`src/rtl/uart_rx_if.sv`:
```
// rtl/uart_rx_if.sv - serial input and received-word outputs of uart_rx
interface uart_rx_if #(
  parameter int DATA_BITS = 8
);
  logic                 rxd;
  logic [DATA_BITS-1:0] rx_data;
  logic                 rx_valid;
  logic                 frame_err;
  logic                 busy;

  modport master (
    input  rxd,
    output rx_data,
    output rx_valid,
    output frame_err,
    output busy
  );

  modport slave (
    output rxd,
    input  rx_data,
    input  rx_valid,
    input  frame_err,
    input  busy
  );
endinterface

```
`src/rtl/uart_rx.sv`:
```
// rtl/uart_rx.sv - 8N1 serial receiver with mid-bit sampling and stop-bit error strobe
module uart_rx #(
  parameter int CLKS_PER_BIT = 16,
  parameter int DATA_BITS    = 8
) (
  input  logic      clk,
  input  logic      rst,
  uart_rx_if.master bus
);
  localparam int HALF = CLKS_PER_BIT / 2;
  localparam int CW   = $clog2(CLKS_PER_BIT);
  localparam int IW   = $clog2(DATA_BITS + 1);

  localparam logic [CW-1:0] HALF_M1  = CW'(HALF - 1);
  localparam logic [CW-1:0] BIT_M1   = CW'(CLKS_PER_BIT - 1);
  localparam logic [IW-1:0] LAST_IDX = IW'(DATA_BITS - 1);

  typedef enum logic [1:0] {
    IDLE  = 2'd0,
    START = 2'd1,
    DATA  = 2'd2,
    STOP  = 2'd3
  } state_t;

  state_t               state_q, state_d;
  logic [CW-1:0]        cnt_q, cnt_d;
  logic [IW-1:0]        idx_q, idx_d;
  logic [DATA_BITS-1:0] shift_q, shift_d;
  logic [DATA_BITS-1:0] data_q, data_d;
  logic                 valid_q, valid_d;
  logic                 ferr_q, ferr_d;
  logic                 wait_q, wait_d;
  logic                 s1_q, s1_d;
  logic                 s2_q, s2_d;

  always_ff @(posedge clk or posedge rst) begin
    if (rst) begin
      state_q <= IDLE;
      cnt_q   <= '0;
      idx_q   <= '0;
      shift_q <= '0;
      data_q  <= '0;
      valid_q <= 1'b0;
      ferr_q  <= 1'b0;
      wait_q  <= 1'b0;
      s1_q    <= 1'b1;
      s2_q    <= 1'b1;
    end else begin
      state_q <= state_d;
      cnt_q   <= cnt_d;
      idx_q   <= idx_d;
      shift_q <= shift_d;
      data_q  <= data_d;
      valid_q <= valid_d;
      ferr_q  <= ferr_d;
      wait_q  <= wait_d;
      s1_q    <= s1_d;
      s2_q    <= s2_d;
    end
  end

  always_comb begin
    s1_d    = bus.rxd;
    s2_d    = s1_q;
    state_d = state_q;
    cnt_d   = cnt_q;
    idx_d   = idx_q;
    shift_d = shift_q;
    data_d  = data_q;
    valid_d = 1'b0;
    ferr_d  = 1'b0;
    wait_d  = wait_q;
    case (state_q)
      IDLE: begin
        cnt_d = '0;
        // after a bad stop the line must go high once before a new start counts
        if (s2_q) begin
          wait_d = 1'b0;
        end else if (!wait_q) begin
          state_d = START;
        end
      end
      START: begin
        if (cnt_q == HALF_M1) begin
          cnt_d = '0;
          if (!s2_q) begin
            state_d = DATA;
            idx_d   = '0;
          end else begin
            state_d = IDLE;
          end
        end else begin
          cnt_d = cnt_q + 1'b1;
        end
      end
      DATA: begin
        if (cnt_q == BIT_M1) begin
          cnt_d   = '0;
          shift_d = {s2_q, shift_q[DATA_BITS-1:1]};
          idx_d   = idx_q + 1'b1;
          if (idx_q == LAST_IDX) begin
            state_d = STOP;
          end
        end else begin
          cnt_d = cnt_q + 1'b1;
        end
      end
      STOP: begin
        if (cnt_q == BIT_M1) begin
          cnt_d   = '0;
          state_d = IDLE;
          if (s2_q) begin
            data_d  = shift_q;
            valid_d = 1'b1;
          end else begin
            ferr_d = 1'b1;
            wait_d = 1'b1;
          end
        end else begin
          cnt_d = cnt_q + 1'b1;
        end
      end
      default: state_d = IDLE;
    endcase
  end

  assign bus.rx_data   = data_q;
  assign bus.rx_valid  = valid_q;
  assign bus.frame_err = ferr_q;
  assign bus.busy      = (state_q != IDLE);
endmodule

```
`src/flat_wrapper.sv`:
```
// flat-port wrapper written by rule: the top's interface ports become plain ports
module uart_rx_flat 
#(
  parameter int CLKS_PER_BIT = 16,
  parameter int DATA_BITS    = 8
)
  (clk, rst, bus_rxd, bus_rx_data, bus_rx_valid, bus_frame_err, bus_busy);
  uart_rx_if #(.DATA_BITS(DATA_BITS)) bus_i ();
  input  logic clk;
  input  logic rst;
  input wire logic [$bits(bus_i.rxd)-1:0] bus_rxd;
  output wire logic [$bits(bus_i.rx_data)-1:0] bus_rx_data;
  output wire logic [$bits(bus_i.rx_valid)-1:0] bus_rx_valid;
  output wire logic [$bits(bus_i.frame_err)-1:0] bus_frame_err;
  output wire logic [$bits(bus_i.busy)-1:0] bus_busy;
  assign bus_i.rxd = bus_rxd;
  assign bus_rx_data = bus_i.rx_data;
  assign bus_rx_valid = bus_i.rx_valid;
  assign bus_frame_err = bus_i.frame_err;
  assign bus_busy = bus_i.busy;
  uart_rx #(.CLKS_PER_BIT(CLKS_PER_BIT), .DATA_BITS(DATA_BITS)) u_core (.clk(clk), .rst(rst), .bus(bus_i));
endmodule
```
`config.mk`:
```
export PLATFORM = sky130hd
export DESIGN_NAME = uart_rx_flat
export DESIGN_NICKNAME = d
export VERILOG_FILES = /design/src/rtl/uart_rx_if.sv /design/src/rtl/uart_rx.sv /design/src/flat_wrapper.sv
export SDC_FILE = /design/constraint.sdc
export NUM_CORES = 1
export LEC_CHECK = 0
export ABC_CLOCK_PERIOD_IN_PS = 3300
export CAP_MARGIN = 15
export CORE_MARGIN = 2
export CORE_UTILIZATION = 55
export CTS_CLUSTER_DIAMETER = 100
export DETAILED_ROUTE_END_ITERATION = 10
export GPL_TIMING_DRIVEN = 0
export HOLD_SLACK_MARGIN = 0.12
export PLACE_DENSITY = 0.85
export SETUP_SLACK_MARGIN = 0.2
export SYNTH_ARGS = -nofsm -noshare
export SYNTH_HDL_FRONTEND = slang
export SYNTH_SLANG_ARGS = --single-unit
```
`constraint.sdc`:
```
create_clock -name clk -period 3.3 [get_ports clk]
set_input_delay 0.99 -clock clk [delete_from_list [all_inputs] [get_ports clk]]
set_output_delay 0.99 -clock clk [all_outputs]
set_load 0.1 [all_outputs]
```
==> flow_summary.toml <==
[status]
status = "complete, no violations"

[detailed_routing]
drt_first_pass_iters = 4
vias_per_cell = 5.61
wl_per_cell_microns = 14.6
antenna_left = 0
first_iter_violations = 18
vias = 870
wirelength_microns = 2270
drc = 0

[finish]
area_growth_pct = 18.1
final_cell_area_sq_um = 1640
fill_cells = 182
drive_gt1_share_pct = 29.6
utilization_pct = 67.3
antenna_cells = 0
final_nets = 130

[logic_synthesis]
yosys-top-cells-area = "dfrtp_1 52%, mux2_2 11%, dfstp_2 3.8%, mux2i_1 2.2%, clkbuf_8 2.0%"
yosys.area_share.xor_xnor_pct = 1.26
synth_common_cells = "29 x dfrtp_1, 14 x mux2_2"
yosysUniqueCellTypes = 41
yosysWarnings = 0
yosysTopAreaCellShare_pct = 52.3
avgSynthCellArea_sq_um = 13.3
synth_mux_area_share_pct = 16.2
synth_compound_area_share_pct = 9.12
synth_edf_count = 0
synth_top_cell_by_area = "dfrtp_1"
synthArstFlopShare_pct = 100
synth_nets = 109
synth_cells = 104
syn_area_sq_um = 1390
synth-seq-area-share_pct = 56.1
synth_top_family_by_area = "multiplexers"
synth_flop_cell = "dfrtp_1"
ys_ff_latch = 31
synth-adder-area-share_pct = 1.81
synth_most_common_cell = "dfrtp_1"
synth-simple-area-share_pct = 10.5

[global_routing]
grt_max_degree = 32
grt-ovfl-total = 0
grt_pass1_vias = 835
met3_usage_pct = 4.17
busiest_layer = "met2"
met1_usage_pct = 22.9
grt_pass1_wl_microns = 3720
antenna_found_initial = 0
track_usage_pct = 18.6
gr-usage-met2_pct = 28.9

[timing]
finalSetupViolCount = 0
rsz0062_at_grt = "false"
tightest_slew_ps = 977
period_minus_slack_ps = 2860
timing.hold.ws_ps = 362
skew_ps = 9.10
slew_headroom_pct = 34.7
drv_slew = 0
fin_setup_tns_ps = 0
max_freq_mhz = 350
finalHoldViolCount = 0
finalCritPeriodShare_pct = 86.6

[floorplan]
die_area_sq_um = 2940
io_pins = 14
core_area_sq_um = 2430
fp.dieW_microns = 54.2
start_util_pct = 57.0
fp.dieH_microns = 54.2
rows = 18

[power]
leakage_uw = 0.000768
power_uw = 1070
irDropWorstVdd_mv = 0.599
p_per_area_nw_per_um2 = 652

[place]
place_area_sq_um = 1550
dp_hpwl_microns = 1580
routabilityCongestion = 0.785
numPortBuffers = 13

[clocking]
cts.sink_count = 31
path_clk_slew_ps = 90
cts_max_level = 2
insertion_delay_ps = 320
clk_path_buf_depth = 2
tritoncts = "yes"
cts_root_buf = "clkbuf_4"
holdBufCountCts = 0
numCtsBuffers = 5

[job]
cap_violations = 0

[critical_path]
crit_required_ps = 2310
path_class = "reg -> out"
start_kind = "register"
arrival_ps = 1870
end_kind = "output pin"
worstPathMaxFanout = 10

[hold_path]
hp-class = "reg -> reg"
[path summary, 6_finish.rpt]
check                           startpoint                    end  slack [ps]  depth (start not counted)
min reg2reg                    u_core.s1_q            u_core.s2_q         360                          0
min in group asynchronous              rst      u_core.shift_q[1]         920                          2
max reg2reg                u_core.cnt_q[0]  u_core.bus.rx_data[7]        1440                          5
max in group asynchronous              rst            u_core.s1_q        1880                          3
min                            u_core.s1_q            u_core.s2_q         360                          0
max                               register               bus_busy         440                          4
[final cells by class]
cell class,count,area (sq um),area share [%]
Buffer,5,53.8,3.29
Clock buffer,6,51.3,3.13
Clock inverter,1,5.00,0.306
Inverter,4,15.0,0.917
Multi-Input combinational cell,64,539,33.0
Sequential cell,31,778,47.6
Tap cell,30,37.5,2.29
Timing Repair Buffer,14,156,9.56
[registers in the layout, indices dropped and copies added, names as in the netlist, 4 cells and up, named ones only]
name / cells
u_core.cnt_q: 4
u_core.idx_q: 4
u_core.shift_q: 8
u_core.bus.rx_data: 8
[where the power goes]
group | internal (uW) | switching [uW] | total (uW)
logic | 163 | 216 | 379
clock network | 98.5 | 118 | 216
registers | 434 | 36.3 | 470
[metrics by stage]
stage	cells	setup slack, ps
6_report	155	443
3_5_place_dp	147	466
2_1_floorplan	104	1160
3_3_place_gp	147	473
5_1_grt	155	359
4_1_cts	154	425
[what timing repair did]
action,CTS,global route
resized for setup,1,0
endpoints found under the setup margin,1,0
setup buffers,0,0
hold endpoints to repair,0,0
[worst max-delay path, stage by stage (launching register included)]
cell	delay (ps)
dfrtp_1	380
clkbuf_8	170
nor2_1	90
inv_1	60
dlygate4sd2_1	840
[logic make-up (layout without fill, tap and decap cells)]
family,after synthesis,after routing
AND/OR/NAND/NOR,23,23
AO/OA/AOI/OAI,17,17
adder cells (fa/ha/maj),2,2
buffers and inverters,9,30
XOR/XNOR,2,2
multiplexers,20,20
flip-flops,31,31
[metal layers]
layer,up-vias,routed length [microns]
met2,24,1160
met5,-,0
li1,413,-
met1,423,937
met4,0,76
met3,10,93
[cell usage in the layout, fill, tap and decap left out, drive strengths merged]
cell	n
nand3b	1
clkbuf	8
nor4	1
o21ai	4
a211oi	1
and3	1
dfrtp	29
nand3	2
a21oi	1
a22oi	2
mux2	17
o2bb2ai	1
buf	4
nand4	1
nor2	5
inv	4
clkdlybuf4s50	12
a31oi	1
ha	2
o22ai	1
a21bo	1
nand2	5
a21o	1
or4b	1
or3	1
a22o	1
and3b	1
dfstp	2
xor2	1
xnor2	1
mux2i	3
nor3	3
dlygate4sd2	1
o31a	2
nor2b	1
clkinv	1
o21bai	1
No activity file was read; power rests on OpenSTA's default activity.
